File: config.mk
export PLATFORM = sky130hd
export DESIGN_NAME = ray_scheduler_flat
export DESIGN_NICKNAME = d
export VERILOG_FILES = /design/src/rtl/raycast_pkg.sv /design/src/rtl/ray_scheduler_if.sv /design/src/rtl/ray_scheduler.sv /design/src/flat_wrapper.sv
export SDC_FILE = /design/constraint.sdc
export NUM_CORES = 1
export LEC_CHECK = 0
export ABC_AREA = 0
export CORE_AREA = 2 2 120 122
export DETAILED_ROUTE_END_ITERATION = 7
export DIE_AREA = 0 0 122 124
export DONT_BUFFER_PORTS = 1
export PLACE_DENSITY = 0.76
export SLEW_MARGIN = 20
export SYNTH_ARGS = -nofsm -noshare
export SYNTH_HDL_FRONTEND = slang
export SYNTH_SLANG_ARGS = --single-unit
File: constraint.sdc
create_clock -name pixel_clk_in -period 1.8 [get_ports pixel_clk_in]
set_clock_uncertainty 0.2 [all_clocks]
set_input_delay 0.36 -clock pixel_clk_in [delete_from_list [all_inputs] [get_ports pixel_clk_in]]
set_output_delay 0.36 -clock pixel_clk_in [all_outputs]
set_load 0.05 [all_outputs]
File: src/rtl/raycast_pkg.sv
// Shared raycaster definitions: screen geometry, packed pose layout, reset pose
// and the scheduler state encoding.
package raycast_pkg;

  localparam int unsigned SCREEN_WIDTH = 320;
  localparam int unsigned POSE_W       = 96;
  localparam int unsigned HCOUNT_W     = 9;

  // Each field is 8.8 fixed point; pos_x lands in the most significant bits.
  typedef struct packed {
    logic [15:0] pos_x;
    logic [15:0] pos_y;
    logic [15:0] dir_x;
    logic [15:0] dir_y;
    logic [15:0] plane_x;
    logic [15:0] plane_y;
  } pose_t;

  localparam pose_t DEFAULT_POSE = '{
    pos_x:   16'h0B80,
    pos_y:   16'h0B80,
    dir_x:   16'h0100,
    dir_y:   16'h0000,
    plane_x: 16'h0000,
    plane_y: 16'h00A9
  };

  typedef enum logic [1:0] {
    StLatch,
    StIssue,
    StDrain,
    StWaitSwap
  } sched_state_e;

endpackage

File: src/rtl/ray_scheduler_if.sv
// Column-request bus between the scheduler and the ray-calculation stage.
//   ray_valid_out : a column request is held on hcount_out/pose_out
//   ray_ready_in  : the ray stage accepts the request this cycle
//   hcount_out    : column index
//   pose_out      : pose for the whole frame
// master = scheduler side, slave = ray-calculation side.
interface ray_scheduler_if #(
  parameter int unsigned POSE_W = raycast_pkg::POSE_W
) ();

  logic              ray_valid_out;
  logic              ray_ready_in;
  logic [8:0]        hcount_out;
  logic [POSE_W-1:0] pose_out;

  modport master (
    output ray_valid_out,
    output hcount_out,
    output pose_out,
    input  ray_ready_in
  );

  modport slave (
    input  ray_valid_out,
    input  hcount_out,
    input  pose_out,
    output ray_ready_in
  );

endinterface

File: src/rtl/ray_scheduler.sv
// Frame scheduler for the raycaster. Latches one pose per frame, issues every
// column index once through a valid/ready bus, waits for the renderer to finish
// and for the frame buffer to swap, then starts the next frame.
//   pixel_clk_in     : clock, rising edge
//   rst_in           : synchronous active-high reset
//   pose_in          : pose from the player controller
//   pose_valid_in    : pose_in valid, loads the shadow pose
//   render_done_in   : pulse, last pixel of the frame written
//   frame_swap_in    : pulse, buffers swapped and back buffer free
//   frame_active_out : high while a frame is issued or drained
//   frame_count_out  : completed frames, mod 256
//   ray_bus          : column request bus (master side)
module ray_scheduler #(
  parameter int unsigned SCREEN_WIDTH = raycast_pkg::SCREEN_WIDTH,
  parameter int unsigned POSE_W       = raycast_pkg::POSE_W
) (
  input  logic              pixel_clk_in,
  input  logic              rst_in,
  input  logic [POSE_W-1:0] pose_in,
  input  logic              pose_valid_in,
  input  logic              render_done_in,
  input  logic              frame_swap_in,
  output logic              frame_active_out,
  output logic [7:0]        frame_count_out,
  ray_scheduler_if.master   ray_bus
);

  import raycast_pkg::*;

  localparam logic [8:0] LastCol = 9'(SCREEN_WIDTH - 1);

  sched_state_e      state_q, state_d;
  logic [8:0]        hcount_q, hcount_d;
  logic [7:0]        frame_count_q, frame_count_d;
  logic [POSE_W-1:0] shadow_q, shadow_d;
  logic [POSE_W-1:0] pose_q, pose_d;

  always_ff @(posedge pixel_clk_in) begin
    if (rst_in) begin
      state_q       <= StLatch;
      hcount_q      <= '0;
      frame_count_q <= '0;
      shadow_q      <= DEFAULT_POSE;
      pose_q        <= DEFAULT_POSE;
    end else begin
      state_q       <= state_d;
      hcount_q      <= hcount_d;
      frame_count_q <= frame_count_d;
      shadow_q      <= shadow_d;
      pose_q        <= pose_d;
    end
  end

  always_comb begin
    state_d       = state_q;
    hcount_d      = hcount_q;
    frame_count_d = frame_count_q;
    pose_d        = pose_q;
    // The shadow tracks the controller in every state.
    shadow_d      = pose_valid_in ? pose_in : shadow_q;

    unique case (state_q)
      StLatch: begin
        // A pose arriving on the latch cycle itself wins over the shadow.
        pose_d   = pose_valid_in ? pose_in : shadow_q;
        hcount_d = '0;
        state_d  = StIssue;
      end
      StIssue: begin
        if (ray_bus.ray_ready_in) begin
          if (hcount_q == LastCol) begin
            hcount_d = '0;
            state_d  = StDrain;
          end else begin
            hcount_d = hcount_q + 9'd1;
          end
        end
      end
      StDrain: begin
        // A swap pulse coincident with render_done is deliberately dropped.
        if (render_done_in) begin
          frame_count_d = frame_count_q + 8'd1;
          state_d       = StWaitSwap;
        end
      end
      StWaitSwap: begin
        if (frame_swap_in) begin
          state_d = StLatch;
        end
      end
      default: state_d = StLatch;
    endcase
  end

  assign ray_bus.ray_valid_out = (state_q == StIssue);
  assign ray_bus.hcount_out    = hcount_q;
  assign ray_bus.pose_out      = pose_q;
  assign frame_active_out      = (state_q != StWaitSwap);
  assign frame_count_out       = frame_count_q;

endmodule

File: src/flat_wrapper.sv
// flat-port wrapper written by rule: the top's interface ports become plain ports
module ray_scheduler_flat import raycast_pkg::*;
#(
  parameter int unsigned SCREEN_WIDTH = raycast_pkg::SCREEN_WIDTH,
  parameter int unsigned POSE_W       = raycast_pkg::POSE_W
)
  (pixel_clk_in, rst_in, pose_in, pose_valid_in, render_done_in, frame_swap_in, frame_active_out, frame_count_out, ray_bus_ray_valid_out, ray_bus_hcount_out, ray_bus_pose_out, ray_bus_ray_ready_in);
  ray_scheduler_if #(.POSE_W(POSE_W)) ray_bus_i ();
  input  logic pixel_clk_in;
  input  logic rst_in;
  input  logic [POSE_W-1:0] pose_in;
  input  logic pose_valid_in;
  input  logic render_done_in;
  input  logic frame_swap_in;
  output logic frame_active_out;
  output logic [7:0] frame_count_out;
  output wire logic [$bits(ray_bus_i.ray_valid_out)-1:0] ray_bus_ray_valid_out;
  output wire logic [$bits(ray_bus_i.hcount_out)-1:0] ray_bus_hcount_out;
  output wire logic [$bits(ray_bus_i.pose_out)-1:0] ray_bus_pose_out;
  input wire logic [$bits(ray_bus_i.ray_ready_in)-1:0] ray_bus_ray_ready_in;
  assign ray_bus_ray_valid_out = ray_bus_i.ray_valid_out;
  assign ray_bus_hcount_out = ray_bus_i.hcount_out;
  assign ray_bus_pose_out = ray_bus_i.pose_out;
  assign ray_bus_i.ray_ready_in = ray_bus_ray_ready_in;
  ray_scheduler #(.SCREEN_WIDTH(SCREEN_WIDTH), .POSE_W(POSE_W)) u_core (.pixel_clk_in(pixel_clk_in), .rst_in(rst_in), .pose_in(pose_in), .pose_valid_in(pose_valid_in), .render_done_in(render_done_in), .frame_swap_in(frame_swap_in), .frame_active_out(frame_active_out), .frame_count_out(frame_count_out), .ray_bus(ray_bus_i));
endmodule
==> results of run 1 <==
## cell type report
type                            instances  area share [%]
Clock buffer                           31           6.314
Clock inverter                          4          0.7729
Inverter                                6          0.3144
Multi-Input combinational cell        474           32.53
Sequential cell                       211           44.30
Tap cell                              180           2.358
Timing Repair Buffer                  126           13.41
## logic make-up after synthesis
| kind of cell | share of synthesized area, % |
|---|---|
| buf+inv | 4.060 |
| xor+xnor | 1.740 |
| simple gates | 14.04 |
| mux | 13.14 |
| flops | 55.95 |
| fa+ha+maj | 1.160 |
| compound gates | 9.911 |
## stage by stage
stage               instance area [um^2]  std cells  setup TNS (ns)  hold slack (ns)
finish                              9552       1032        -0.05107          -0.2270
global route                        9552       1032         -0.1988          -0.2618
CTS                                 9469       1030        -0.05537          -0.2569
detailed placement                  7747        896          -1.227           0.2531
global placement                    7747        896               0           0.2476
floorplan                           7569        748               0           0.2422
## layer usage
layer | vias to the layer above | wire length (um) | track usage [%]
li1 | 2726 | - | -
met1 | 2691 | 6838 | 24.44
met2 | 192 | 8948 | 39.25
met3 | 38 | 1594 | 7.234
met4 | 0 | 477 | 7.256
met5 | - | 0 | 0
## critical path, cell delays in order (launching register included)
cell and delay [ns]:
dfxtp_2 0.33, buf_6 0.12, ha_4 0.15, inv_4 0.06, buf_8 0.14
## state kept, by name, indices dropped and copies added, names as in the netlist
register	count
u_core.ray_bus.hcount_out	9
u_core.state_q	2
u_core.shadow_q	96
u_core.frame_count_out	8
u_core.ray_bus.pose_out	96
## final timing paths
| path | cells after the start | slack, ns | from | to |
|---|---|---|---|---|
| setup / recovery | 4 | -0.03 | u_core.state_q[0] | frame_active_out |
| hold / removal | 1 | -0.23 | rst_in | u_core.ray_bus.pose_out[66] |
| setup reg to reg | 7 | 0.04 | u_core.state_q[1] | u_core.ray_bus.pose_out[3] |
| hold reg to reg | 2 | 0.35 | u_core.frame_count_out[5] | u_core.frame_count_out[5] |
## what timing repair did
item,CTS,global route
endpoints found under the hold margin,203,108
cloned,0,1
setup buffers,2,1
pin swaps,3,1
resized for setup,18,13
endpoints found under the setup margin,31,45
## power breakdown
group,switching [mW],internal (mW),leakage [nW],total [mW]
clock,1.69,2.60,0.331,4.29
combinational,2.19,1.72,1.99,3.92
sequential,2.99,5.56,1.74,8.56
## placed cells by master (no fill, tap or decap), types with 3 or more instances in the layout
cell type        n
inv_1            3
dfxtp_1        207
nand2_1          7
xnor2_1          7
ha_4             3
clkbuf_16       22
buf_8            3
o21ai_0          3
clkbuf_1         6
dfxtp_2          3
mux2i_1         97
xor2_1           8
clkbuf_8         4
nor2_1         192
a21oi_1         14
a211oi_1        82
nand4_1          6
nor2_2           7
buf_4           20
ha_1             4
nand2b_1        13
or2_2           13
dlygate4sd3_1   97
==> run summary, run 1 <==
IO Port Bufs = 0
Post-Syn Area = 7550 um^2
Minimum clock period = 1.831 ns
Async SR Flop Fraction = 0%
Final worst-path cycle share = 101.7%
Mapped Nets = 857
Drt first pass iters = 4
Final worst slack = -0.03125 ns
GRT Residual Overflow = 0
Top-count cell post-synth = dfxtp_1
CP max FO = 2
Crit Path Category = register to primary output
Final core occ = 69.62%
WL per Instance = 17.30 um
Die Y = 124 um
Area of the multi-input gates = 3107 um^2
Power Dens Cells = 1754 nW/um^2
Post-synth top area share = 55.95%
CTS tree = done
Initial Util = 55.03%
Clock buffer depth = 3
Total number of vias = 5647
Dpl ws = -0.1178 ns
Vias in the first global route = 5642
Gp weighted congestion = 0.8103
Drt via density = 5.472
Clock buffer count from CTS = 21
ANT cells = 0
Crit. End Element = primary output
# DRC = 0
Worst endpoint required time = 1.24 ns
Syn. warnings = 0
Post-synth top flop = dfxtp_1
GR Util All Layers = 21.88%
Core area = 13720 um^2
Rel. slew slack = 60.89%
LEAKAGE = 4.064 nW
Largest net degree at the start of global routing = 206
CP arrival = 1.27 ns
Share of cells above drive strength 1 = 11.15%
Clock transition at path regs = 0.06 ns
Hold/Removal Path Class = primary input to register
Die ar. = 15130 um^2
Layout area overhead = 26.52%
Post-Syn Instances = 748
DIE WIDTH = 122 um
Synth Area per Inst = 10.09 um^2
Antenna violations before repair = 0
Synth Register Bits = 211
Design Power = 16.76 mW
Clk sink count = 211
Top cells by area, synth = dfxtp_1 56%, mux2i_1 13%, nor2_1 9.8%
MaxCap Viol Count = 0
Final setup vio count = 2
First-pass GRT wire length = 27270 um
Final ANT Viol Nets = 0
Max-slew violations = 0
DP HPWL = 10490 um
Highest Clock Rate = 546.1 MHz
DR iter-0 viols = 315
Status = finished, violations left
Fill count = 979
Clock latency on the worst-skew pair = 0.48 ns
Failing checks = hold timing, setup timing
Setup repair after global routing missed its margin = yes
Synth cell count leaders = 211 x dfxtp_1, 197 x nor2_1, 98 x mux2i_1
Measured slew at the worst slew-check pin = 0.5859 ns
H-tree levels = 1
Worst hold slack = -0.2270 ns
VDD IR max = 968.6 uV
Storage element area = 4232 um^2
Post-synthesis sequential area ratio = 55.95%
Area leader, netlist = dfxtp_1
CP startpoint kind = register
Drt total wl = 17860 um
I/O pins = 217
Root Buffer = clkbuf_16
Final Hold Viols = 100
Distinct cells, synth = 31
Layout Nets = 949
Hold_buf cts = 97
EDFF count, synth = 0
Placement Rows = 43
Note: power is estimated with default switching activity, not from simulation.
==> run 2, diff against run 1 <==
CORE_AREA = 4 4 122 124   (was 2 2 120 122)
DIE_AREA = 0 0 126 128   (was 0 0 122 124)
RECOVER_POWER = 100   (was default)
==> run 2 against run 1 <==
  * The run still ends with hold timing, setup timing left
  * Critical path type unchanged
  * Combinational power is 3% lower
  * Maximum frequency increased by 0.87%
  * Final area fell by 1.6%
  * Clock power shrank 8.4%
  * Global-route usage fell by 0.67 points
  * First-iteration DRC count down 8.3%
  * Final cell count is 0.29% lower
  * Die area up 6.6%
  * Total power down 2.9%
  * Sequential cell count stayed put
==> run summary, run 2 (synthesized netlist as in run 1, its figures left out) <==
Status = finished, violations left
Failing checks = hold timing, setup timing
DR iter-0 viols = 289
GRT Residual Overflow = 0
First-pass GRT wire length = 28750 um
GR Util All Layers = 21.21%
Antenna violations before repair = 0
CTS tree = done
Highest Clock Rate = 550.9 MHz
Final setup vio count = 1
Minimum clock period = 1.815 ns
Max-slew violations = 0
Hold_buf cts = 97
Die Y = 128 um
Rel. slew slack = 62.47%
H-tree levels = 1
Clock buffer depth = 3
Critical Path End = ray_bus_ray_valid_out
CP max FO = 3
Placed cells = 894
Die ar. = 16130 um^2
Fill count = 1010
Fin cells = 1029
ANT cells = 0
Clock transition at path regs = 0.06 ns
Total number of vias = 5625
Seq pwr share = 52.6%
Fin area = 9402 um^2
Crit. Startpoint = u_core.state_q[0]
Vias in the first global route = 5835
Gp weighted congestion = 0.8828
Storage element area = 4228 um^2
Commonest non-fill, non-tap cells in the layout = 208 x dfxtp_1, 197 x nor2_1, 97 x mux2i_1, 97 x dlygate4sd3_1, 81 x a211oi_1
Drt via density = 5.466
Crit Path Category = register to primary output
Worst r2r src = u_core.state_q[0]
Placement Rows = 43
DP HPWL = 10710 um
R2r worst-path depth = 6
# DRC = 0
Design Power = 16.27 mW
Drt first pass iters = 4
Net Sw Frac = 41.72%
WL per Instance = 17.46 um
Internal power = 9.482 mW
Final worst slack = -0.01537 ns
Reg-to-reg slack, setup = 0.04 ns
Root Buffer = clkbuf_16
Largest net degree at the start of global routing = 206
Worst hold slack = -0.2276 ns
Initial Util = 54.81%
Clk pwr share = 24.2%
Drt total wl = 17970 um
Commonest non-fill, non-tap cell in the layout = dfxtp_1
Share of cells above drive strength 1 = 9.894%
LEAKAGE = 4.013 nW
Core area = 13770 um^2
Layout area overhead = 24.53%
Placed inst area = 7745 um^2
Area of the multi-input gates = 3075 um^2
Clock latency on the worst-skew pair = 0.47 ns
CP startpoint kind = register
Hold/Removal Path Class = primary input to register
DIE WIDTH = 126 um
Final Hold Viols = 84
Layout Nets = 947
Measured slew at the worst slew-check pin = 0.5622 ns
Final TNS setup = -0.01537 ns
Clock buffer count from CTS = 21
MaxCap Viol Count = 0
Power Dens Cells = 1730 nW/um^2
VDD IR max = 973.0 uV
I/O pins = 217
Net Switching = 6.787 mW
Final worst-path cycle share = 100.9%
Reg2Reg Capture Point = u_core.ray_bus.pose_out[20]
IO Port Bufs = 0
Final ANT Viol Nets = 0
Share of total power in combinational logic = 23.3%
Clk sink count = 211
CP arrival = 1.26 ns
Worst endpoint required time = 1.24 ns
Setup repair after global routing missed its margin = yes
Crit. End Element = primary output
run 2: cell count changes in the layout (fill, tap and decap cells not counted), moves of 2 or more:
cell / previous run / this run
nor2_2: 7 / 2
clkinv_2: 1 / 3
bufinv_16: 2 / 0
clkbuf_4: 0 / 4
buf_4: 20 / 2
buf_2: 0 / 6
nor2_1: 192 / 197
clkbuf_2: 0 / 6
inv_6: 2 / 0
run 2: how the worst min path moves through the flow:
stage / startpoint / to / slack (ns) / cells after the start
finish: rst_in / u_core.ray_bus.pose_out[65] / -0.23 / 1
global route: rst_in / u_core.ray_bus.pose_out[77] / -0.26 / 1
CTS: rst_in / u_core.ray_bus.pose_out[66] / -0.25 / 1
detailed placement: rst_in / u_core.shadow_q[66] / 0.25 / 1
global placement: rst_in / u_core.shadow_q[66] / 0.25 / 1
floorplan: u_core.shadow_q[0] / u_core.shadow_q[0] / 0.24 / 2
run 2: worst max-delay path: stages (launching register included):
cell,delay (ns)
dfxtp_2,0.36
buf_6,0.11
ha_4,0.16
buf_8,0.16
run 2: per-layer routing:
layer	GRT usage (%)	part of all wire (%)	up-vias	wire length, um
met5	0	0	-	0
met4	7.950	3.0	0	547
met3	7.375	9.1	46	1635
met2	37.21	49	198	8873
met1	23.83	38	2657	6911
li1	-	-	2724	-
run 2: cell type report:
class	count	share of cell area [%]
Timing Repair Buffer	124	13.08
Sequential cell	211	44.97
Clock buffer	31	6.415
Multi-Input combinational cell	474	32.71
Clock inverter	3	0.1597
Tap cell	180	2.396
Inverter	6	0.2662
run 2: per-stage QoR:
stage	util [%]	setup WS (ns)
6_report	68.26	-0.01537
4_1_cts	68.21	-0.02308
3_5_place_dp	56.23	-0.07550
3_3_place_gp	56.23	0.08049
2_1_floorplan	-	0.01536
5_1_grt	68.26	-0.06357
run 2: power groups by stage:
stage	clock network [mW]	logic, mW	registers, mW
final	3.93	3.79	8.55
after global routing	4.21	4.21	8.64
after CTS	4.01	3.69	8.56
after detailed placement	0	3.30	8.64
after global placement	0	3.12	8.61
after floorplan	0	2.64	8.49
run 2: repair_timing:
action / in CTS / in global routing
setup endpoints to repair: 21 / 66
pin swaps: 1 / 1
gates cloned: 1 / 2
setup buffers: 0 / 1
hold endpoints to repair: 203 / 106
resized for setup: 11 / 9
==> run 3, diff against run 2 <==
TNS_END_PERCENT = 5   (was default)
==> run 3 against run 2 <==
  * The flow still finishes with violations (hold timing, setup timing)
  * First-iteration DRC count increased by 24%
  * Critical path depth rose by 1
  * Final area up 1.6%
  * Final cell count grew 0.49%
  * Die area is the same
  * Critical path type unchanged
  * Critical endpoint is now frame_active_out
  * Highest routed layer unchanged
==> run summary, run 3 (synthesized netlist as in run 1, its figures left out) <==
Failing checks = hold timing, setup timing
Rel. slew slack = 60.85%
GRT Residual Overflow = 0
Clk sink count = 211
Final core occ = 69.33%
Root Buffer = clkbuf_16
Status = finished, violations left
Crit path cell chain = buf_6 -> ha_4 -> inv_4 -> buf_8
Share of cells above drive strength 1 = 10.54%
LEAKAGE = 4.077 nW
Crit Path Category = register to primary output
Crit. End Element = primary output
Hold/Removal Path Class = primary input to register
Measured slew at the worst slew-check pin = 0.5864 ns
Commonest non-fill, non-tap cells in the layout = 207 x dfxtp_1, 197 x nor2_1, 98 x mux2i_1, 96 x dlygate4sd3_1, 83 x a211oi_1
Worst path slowest cell = dfxtp_2
Core area = 13770 um^2
Hold endpoint = u_core.ray_bus.pose_out[65]
Design Power = 17.01 mW
Gp weighted congestion = 0.8662
Final worst-path cycle share = 102.7%
Minimum clock period = 1.848 ns
Antenna violations before repair = 0
Clock latency on the worst-skew pair = 0.49 ns
Worst hold slack = -0.2439 ns
Layout area overhead = 26.48%
Final ANT Viol Nets = 0
# DRC = 0
Drt first pass iters = 5
Buf+Inv Stages, Crit Path = 3
Total number of vias = 5647
Final worst slack = -0.04824 ns
First-pass GRT wire length = 29300 um
CTS tree = done
Max-slew violations = 0
CP arrival = 1.29 ns
Power Dens Cells = 1782 nW/um^2
Worst endpoint required time = 1.24 ns
VDD IR max = 1205 uV
GR Util All Layers = 21.55%
Delay-heaviest family, CP = flip-flops
Largest net degree at the start of global routing = 206
CP max FO = 2
MaxCap Viol Count = 0
Placement Rows = 43
Clock transition at path regs = 0.06 ns
ANT cells = 0
Die ar. = 16130 um^2
Commonest non-fill, non-tap cell in the layout = dfxtp_1
Final setup vio count = 3
R2r worst-path depth = 7
Reg2Reg Capture Point = u_core.ray_bus.pose_out[7]
CP max stage delay = 0.34 ns
Hold_buf cts = 96
Drt total wl = 18820 um
Setup repair after global routing missed its margin = yes
Vias in the first global route = 5738
Highest Clock Rate = 541.1 MHz
Reg-to-reg slack, setup = -0.01 ns
DP HPWL = 10830 um
H-tree levels = 1
Die Y = 128 um
Final TNS setup = -0.07156 ns
Worst r2r src = u_core.state_q[0]
IO Port Bufs = 0
Layout Nets = 951
I/O pins = 217
HP Start = rst_in
Final Hold Viols = 106
Clock buffer depth = 3
Clock buffer count from CTS = 21
Hold Path Cell Cnt = 1
DIE WIDTH = 126 um
Crit. Startpoint = u_core.state_q[1]
WL per Instance = 18.20 um
DR iter-0 viols = 359
Initial Util = 54.81%
CP startpoint kind = register
Drt via density = 5.461
==> run 3: changes by cell type in the layout (fill, tap and decap cells not counted), moves of 2 or more <==
cell       change
a211oi_1       +2
a211oi_2       -2
buf_16         +2
buf_2          -6
buf_4         +15
bufinv_16      +3
clkbuf_2       -3
clkbuf_4       -3
clkinv_2       -3
==> run 3: per-layer routing <==
metal	GRT usage [%]	vias up	share of wire, %
met5	0	-	0
met4	7.192	0	2.7
met3	7.958	45	9.0
met2	38.53	209	51
met1	23.70	2664	37
li1	-	2729	-
==> run 3: per-stage QoR <==
stage	area [um^2]	instances	worst slack, ns
final	9549	1034	-0.04824
after global routing	9549	1034	-0.08916
after CTS	9477	1029	-0.06085
after detailed placement	7741	897	-0.03863
after global placement	7741	897	0.06741
after floorplan	7555	748	-0.09898
==> run 3: how the worst max path moves through the flow <==
| stage | slack [ns] | cells past startpoint | end |
|---|---|---|---|
| final | -0.05 | 4 | frame_active_out |
| after CTS | -0.06 | 4 | frame_active_out |
| after global routing | -0.09 | 4 | frame_active_out |
| after global placement | 0.07 | 7 | u_core.ray_bus.hcount_out[6] |
| after floorplan | -0.1 | 6 | u_core.ray_bus.hcount_out[6] |
| after detailed placement | -0.04 | 6 | u_core.ray_bus.pose_out[92] |
==> run 3: area by class of cell <==
cell class              instances  area, um^2
clock buffers                  30       599.3
clock inverters                 5       107.6
fillers                       969        4224
repair buffers                128        1290
flip-flops and latches        211        4232
inverters                       6       27.53
multi-input cells             474        3068
well taps                     180       225.2
==> run 3: timing repair <==
| action | 4_1_cts | 5_1_grt |
|---|---|---|
| cloned | 0 | 3 |
| endpoints found under the setup margin | 23 | 44 |
| buffers inserted | 1 | 2 |
| endpoints found under the hold margin | 202 | 106 |
| resized for setup | 16 | 8 |
| pin swaps | 0 | 3 |
==> run 3: power breakdown <==
group	total, mW	switching, mW	leakage, nW	internal (mW)
registers	8.57	3.01	1.74	5.56
clock network	4.46	1.72	0.344	2.74
logic	3.98	2.24	1.99	1.74
total	17.0	6.97	4.08	10.0
